$ cat config.mk
export PLATFORM = sky130hd
export DESIGN_NAME = envelope_peak_detector
export DESIGN_NICKNAME = d
export VERILOG_FILES = /design/src/rtl/hss_pkg.sv /design/src/rtl/moving_average.sv /design/src/rtl/envelope_peak_detector.sv
export SDC_FILE = /design/constraint.sdc
export NUM_CORES = 1
export LEC_CHECK = 0
export ABC_AREA = 1
export CAP_MARGIN = 20
export CORE_MARGIN = 2
export CORE_UTILIZATION = 58
export CTS_CLUSTER_SIZE = 20
export DETAILED_ROUTE_END_ITERATION = 6
export DONT_BUFFER_PORTS = 1
export PLACE_DENSITY = 0.76
export SLEW_MARGIN = 10
export SYNTH_ARGS = -nofsm -noshare
export SYNTH_HDL_FRONTEND = slang
export SYNTH_SLANG_ARGS = --single-unit
$ cat constraint.sdc
create_clock -name CLK -period 4 [get_ports CLK]
set_clock_uncertainty 0.2 [all_clocks]
set_input_delay 0.2 -clock CLK [delete_from_list [all_inputs] [get_ports CLK]]
set_output_delay 0.2 -clock CLK [all_outputs]
set_load 0.005 [all_outputs]
$ cat src/rtl/hss_pkg.sv
// Shared definitions for the envelope/peak path: sample format and peak FSM encoding.
// Samples are signed Q2.29 in a 32-bit word.
package hss_pkg;

    localparam int DATA_W = 32;
    localparam int FRAC_W = 29;

    typedef enum logic [1:0] {
        ST_IDLE       = 2'd0,
        ST_ABOVE      = 2'd1,
        ST_REFRACTORY = 2'd2
    } peak_state_t;

    // The upstream abs() wraps the most negative value; clamp it to full scale.
    function automatic logic signed [DATA_W-1:0] abs_guard(input logic signed [DATA_W-1:0] x);
        return x[DATA_W-1] ? {1'b0, {(DATA_W-1){1'b1}}} : x;
    endfunction

endpackage

$ cat src/rtl/moving_average.sv
// Boxcar average over 2^WIN_LOG2 samples; result registered 1 cycle after the accepting in_valid.
// No backpressure: every in_valid is accepted, gaps freeze all state.
module moving_average
    import hss_pkg::*;
#(
    parameter int WIN_LOG2 = 4
) (
    input  logic                     clk,
    input  logic                     rst,
    input  logic                     in_valid,
    input  logic signed [DATA_W-1:0] sample,
    output logic signed [DATA_W-1:0] avg_data,
    output logic                     avg_valid
);

    localparam int DEPTH = 1 << WIN_LOG2;
    localparam int SUM_W = DATA_W + WIN_LOG2;

    logic signed [DATA_W-1:0] buf_mem [DEPTH];
    logic [WIN_LOG2-1:0]      wr_ptr;
    logic                     fill_done;
    logic signed [SUM_W-1:0]  sum;
    logic signed [SUM_W-1:0]  sum_next;
    logic signed [SUM_W-1:0]  new_ext;
    logic signed [SUM_W-1:0]  old_ext;
    logic signed [DATA_W-1:0] oldest;

    // Until the window has filled once, the slot being overwritten holds stale
    // data, so it is treated as zero instead of resetting the memory.
    always_comb begin
        oldest   = fill_done ? buf_mem[wr_ptr] : '0;
        new_ext  = {{WIN_LOG2{sample[DATA_W-1]}}, sample};
        old_ext  = {{WIN_LOG2{oldest[DATA_W-1]}}, oldest};
        sum_next = sum + new_ext - old_ext;
    end

    always_ff @(posedge clk) begin
        if (!rst && in_valid) begin
            buf_mem[wr_ptr] <= sample;
        end
    end

    always_ff @(posedge clk) begin
        if (rst) begin
            sum       <= '0;
            wr_ptr    <= '0;
            fill_done <= 1'b0;
            avg_data  <= '0;
            avg_valid <= 1'b0;
        end else begin
            avg_valid <= in_valid;
            if (in_valid) begin
                sum      <= sum_next;
                wr_ptr   <= wr_ptr + WIN_LOG2'(1);
                avg_data <= sum_next[WIN_LOG2 +: DATA_W];
                if (wr_ptr == '1) begin
                    fill_done <= 1'b1;
                end
            end
        end
    end

endmodule

$ cat src/rtl/envelope_peak_detector.sv
// Smooths the envelogram and reports the maximum of each above-threshold excursion.
// env 1 cycle after in_valid, peak 1 cycle after the falling env sample; no backpressure.
module envelope_peak_detector
    import hss_pkg::*;
#(
    parameter int WIN_LOG2 = 4,
    parameter int REFRACT  = 64
) (
    input  logic                     CLK,
    input  logic                     RST,
    input  logic signed [DATA_W-1:0] input_data,
    input  logic                     in_valid,
    input  logic signed [DATA_W-1:0] threshold,
    output logic signed [DATA_W-1:0] env_data,
    output logic                     env_valid,
    output logic                     peak_valid,
    output logic signed [DATA_W-1:0] peak_value,
    output logic [15:0]              peak_index
);

    localparam int CNT_W = (REFRACT > 1) ? $clog2(REFRACT) : 1;

    logic signed [DATA_W-1:0] sample_guarded;
    peak_state_t              state;
    logic [15:0]              sample_idx;
    logic [15:0]              max_idx;
    logic signed [DATA_W-1:0] max_val;
    logic [CNT_W-1:0]         refr_cnt;

    assign sample_guarded = abs_guard(input_data);

    moving_average #(
        .WIN_LOG2 (WIN_LOG2)
    ) u_mavg (
        .clk       (CLK),
        .rst       (RST),
        .in_valid  (in_valid),
        .sample    (sample_guarded),
        .avg_data  (env_data),
        .avg_valid (env_valid)
    );

    // sample_idx is the index of the env sample currently presented on env_data.
    always_ff @(posedge CLK) begin
        if (RST) begin
            state      <= ST_IDLE;
            sample_idx <= '0;
            max_idx    <= '0;
            max_val    <= '0;
            refr_cnt   <= '0;
            peak_valid <= 1'b0;
            peak_value <= '0;
            peak_index <= '0;
        end else begin
            peak_valid <= 1'b0;
            if (env_valid) begin
                sample_idx <= sample_idx + 16'd1;
                case (state)
                    ST_IDLE: begin
                        if (env_data > threshold) begin
                            state   <= ST_ABOVE;
                            max_val <= env_data;
                            max_idx <= sample_idx;
                        end
                    end
                    ST_ABOVE: begin
                        if (env_data <= threshold) begin
                            peak_valid <= 1'b1;
                            peak_value <= max_val;
                            peak_index <= max_idx;
                            refr_cnt   <= '0;
                            state      <= ST_REFRACTORY;
                        end else if (env_data > max_val) begin
                            max_val <= env_data;
                            max_idx <= sample_idx;
                        end
                    end
                    ST_REFRACTORY: begin
                        // The REFRACT-th sample is still ignored; IDLE sees the next one.
                        if (refr_cnt == CNT_W'(REFRACT - 1)) begin
                            state <= ST_IDLE;
                        end else begin
                            refr_cnt <= refr_cnt + CNT_W'(1);
                        end
                    end
                    default: state <= ST_IDLE;
                endcase
            end
        end
    end

endmodule

==> results.ini <==
[floorplanning]
core_area_sq_um=52600
rows=84
dieWidth_microns=235
io_pins=149
die-area_sq_um=55000
chipHeight_microns=235
start_util_pct=58.7

[yosys]
syn_area_sq_um=30800
synthCells=3068
synth-edff-count=496
synth_top_cell_by_area=edfxtp_1
syn_avg_cell_area_sq_um=10.1
yosysWarnings=0
synth_async_sr_flop_share_pct=0
ys.flop_type=edfxtp_1
synthesis.nets=3272
synth_common_cells=590 x nor2_1, 496 x edfxtp_1, 333 x o21ai_0
netlist.area_leader.share_pct=48.3
synth_cell_type_count=47
synth_most_common_cell=nor2_1
yosys-top-cells-area=edfxtp_1 48%, dfxtp_1 11%, nor2_1 7.2%
yosysSeqAreaShare_pct=59.1
ys_seq_elements=663

[finish]
final_nets=3426
area_growth_pct=18.4
finish.utilization_pct=69.5
layout-drive-gt1-share_pct=16.7

[power]
p_per_area_nw_per_um2=531
vdd_drop_max_uv=288
fin_total_pwr_mw=19.4
power_leakage_nw=13.8

[clock_tree]
clock_path_buffers=3
cts.sinks=663
cts_root_buf=clkbuf_16
h-tree-depth=3
cts_tree=built
numCtsBuffers=67
clkSlewWorstSetupHoldPaths_ps=60
clk_latency_ps=620

[grt]
overflow=0
first_global_vias=23256
grt_pass1_wl_microns=134000
antenna_found_initial=3
grt_use_total_pct=32.3
grt_max_degree=99

[detailed_routing]
avgRoutedWirePerCell_microns=22.8
wirelength_microns=90200
drt-initial-drc-count=2715
first_pass_iters=6
final_antenna_net_count=0
via_per_inst=6.12
via_count=24273
drc=0

[place]
port_buffers=0
hpwl_microns=55500
gp_congestion=0.934

[timing]
rsz0062_at_grt=yes
fin_crit_ps=4110
hold_violations=0
tightest_slew_ps=955
setup_viol_count_final=15
relSlewSlack_pct=36.4
fin_crit_sh_pct=103
holdWs_ps=34.9
fmax_mhz=243
slew_violations=0
setup_ws_ps=-109
tns_ps=-689

[status]
violations=setup timing
status=complete, but fails checks

[setup_path]
setup.worst_path.start_class=flip-flop
worstSetupPathType=flip-flop to flip-flop
max_stage_delay_ps=510
crit_required_ps=4300
end_kind=flip-flop
cp_slowest_cell=fa_1
crit_chain=inv_8 > bufbuf_16 > o21ai_1 > o22ai_1 > o211ai_1 > a21oi_1 > buf_4 > fa_1 > inv_1 > ha_4 > nand2_1 > nor2_1 > buf_4 > nand4_1 > nor2_4 > buf_4 > nand3_2 > nand4_1 > nand3_1 > o211ai_1 > inv_1
cp_max_fo=20
arrival_ps=4410
path_common_cell=buf_4

[hold_path]
hold_class=input port to flip-flop

[job]
drv_cap=0

==> per-stage QoR <==
stage          area [sq um]  cells  setup WS, ps
6_report              36500   3965          -109
5_1_grt               36500   3964          -298
4_1_cts               36000   3952         -29.7
3_5_place_dp          32900   3797          -251
3_3_place_gp          32900   3797          -218
2_1_floorplan         30800   3068           135
==> worst max-delay path: cells and delay by family (launching register included) <==
kind / cells / cell delay [ps]
simple gates: 7 / 980
compound gates: 5 / 550
flops: 1 / 480
buf+inv: 7 / 990
fa+ha+maj: 2 / 790
==> cell usage in the layout, fill, tap and decap left out, types with 85 or more instances in the layout <==
master / instances
a21oi_1: 116
o221ai_1: 85
nand2_1: 222
o21ai_0: 269
inv_1: 306
buf_4: 225
dfxtp_1: 163
o21ai_1: 86
nor2_1: 550
edfxtp_1: 496
==> cells by family (layout without fill, tap and decap cells) <==
family,Yosys count,count (layout),share of synthesized area [%]
XOR/XNOR,21,21,0.597
other,0,2,0
adder cells (fa/ha/maj),137,137,6.31
buffers and inverters,514,721,6.89
flip-flops,663,663,59.1
AO/OA/AOI/OAI,733,733,13.7
AND/OR/NAND/NOR,1000,1000,13.3
==> flip-flops by register name (all words and copies together), names as in the netlist, named ones only <==
name,count
u_mavg.sum,36
max_val,32
sample_idx,16
u_mavg.buf_mem,496
refr_cnt,6
peak_valid,1
state,2
u_mavg.avg_valid,1
peak_value,32
max_idx,16
u_mavg.fill_done,1
u_mavg.wr_ptr,4
peak_index,16
==> path summary, 6_finish.rpt <==
check	startpoint	to	slack (ps)	depth (start not counted)
min	input_data[31]	u_mavg.buf_mem[9][5]$_DFFE_PP_	30	2
max	flip-flop	u_mavg.sum[34]$_SDFFE_PP0P_	-110	21
max reg2reg	flip-flop	u_mavg.sum[34]$_SDFFE_PP0P_	-110	21
min reg2reg	u_mavg.sum[0]$_SDFFE_PP0P_	u_mavg.sum[0]$_SDFFE_PP0P_	280	2
==> where the power goes <==
part	switching [mW]	internal, mW
combinational	3.19	2.32
clock	2.66	3.31
sequential	0.262	7.63
total	6.11	13.3
==> metal layers <==
| layer | global-route usage [%] | part of all wire, % | routed length, microns | vias up |
|---|---|---|---|---|
| met2 | 52.6 | 47 | 42700 | 1413 |
| li1 | - | - | - | 10979 |
| met1 | 41.7 | 38 | 34500 | 11619 |
| met4 | 15.2 | 4.5 | 4060 | 2 |
| met5 | 0 | 0.027 | 24 | - |
| met3 | 6.64 | 9.9 | 8960 | 260 |
==> final cells by class <==
class	count	area, sq um
Antenna cell	2	5.00
Clock buffer	93	1840
Clock inverter	29	215
Fill cell	3657	16000
Inverter	319	1210
Multi-Input combinational cell	1891	11500
Sequential cell	663	18200
Tap cell	688	861
Timing Repair Buffer	280	2670
==> timing repair <==
action                                  CTS  global route
cloned                                    5             1
pin swaps                                21            21
hold buffers                             20             0
buffers inserted                          8             9
gates resized for setup                 138           131
hold endpoints to repair                216             0
endpoints found under the setup margin   24            27
Note: power is estimated with default switching activity, not from simulation.
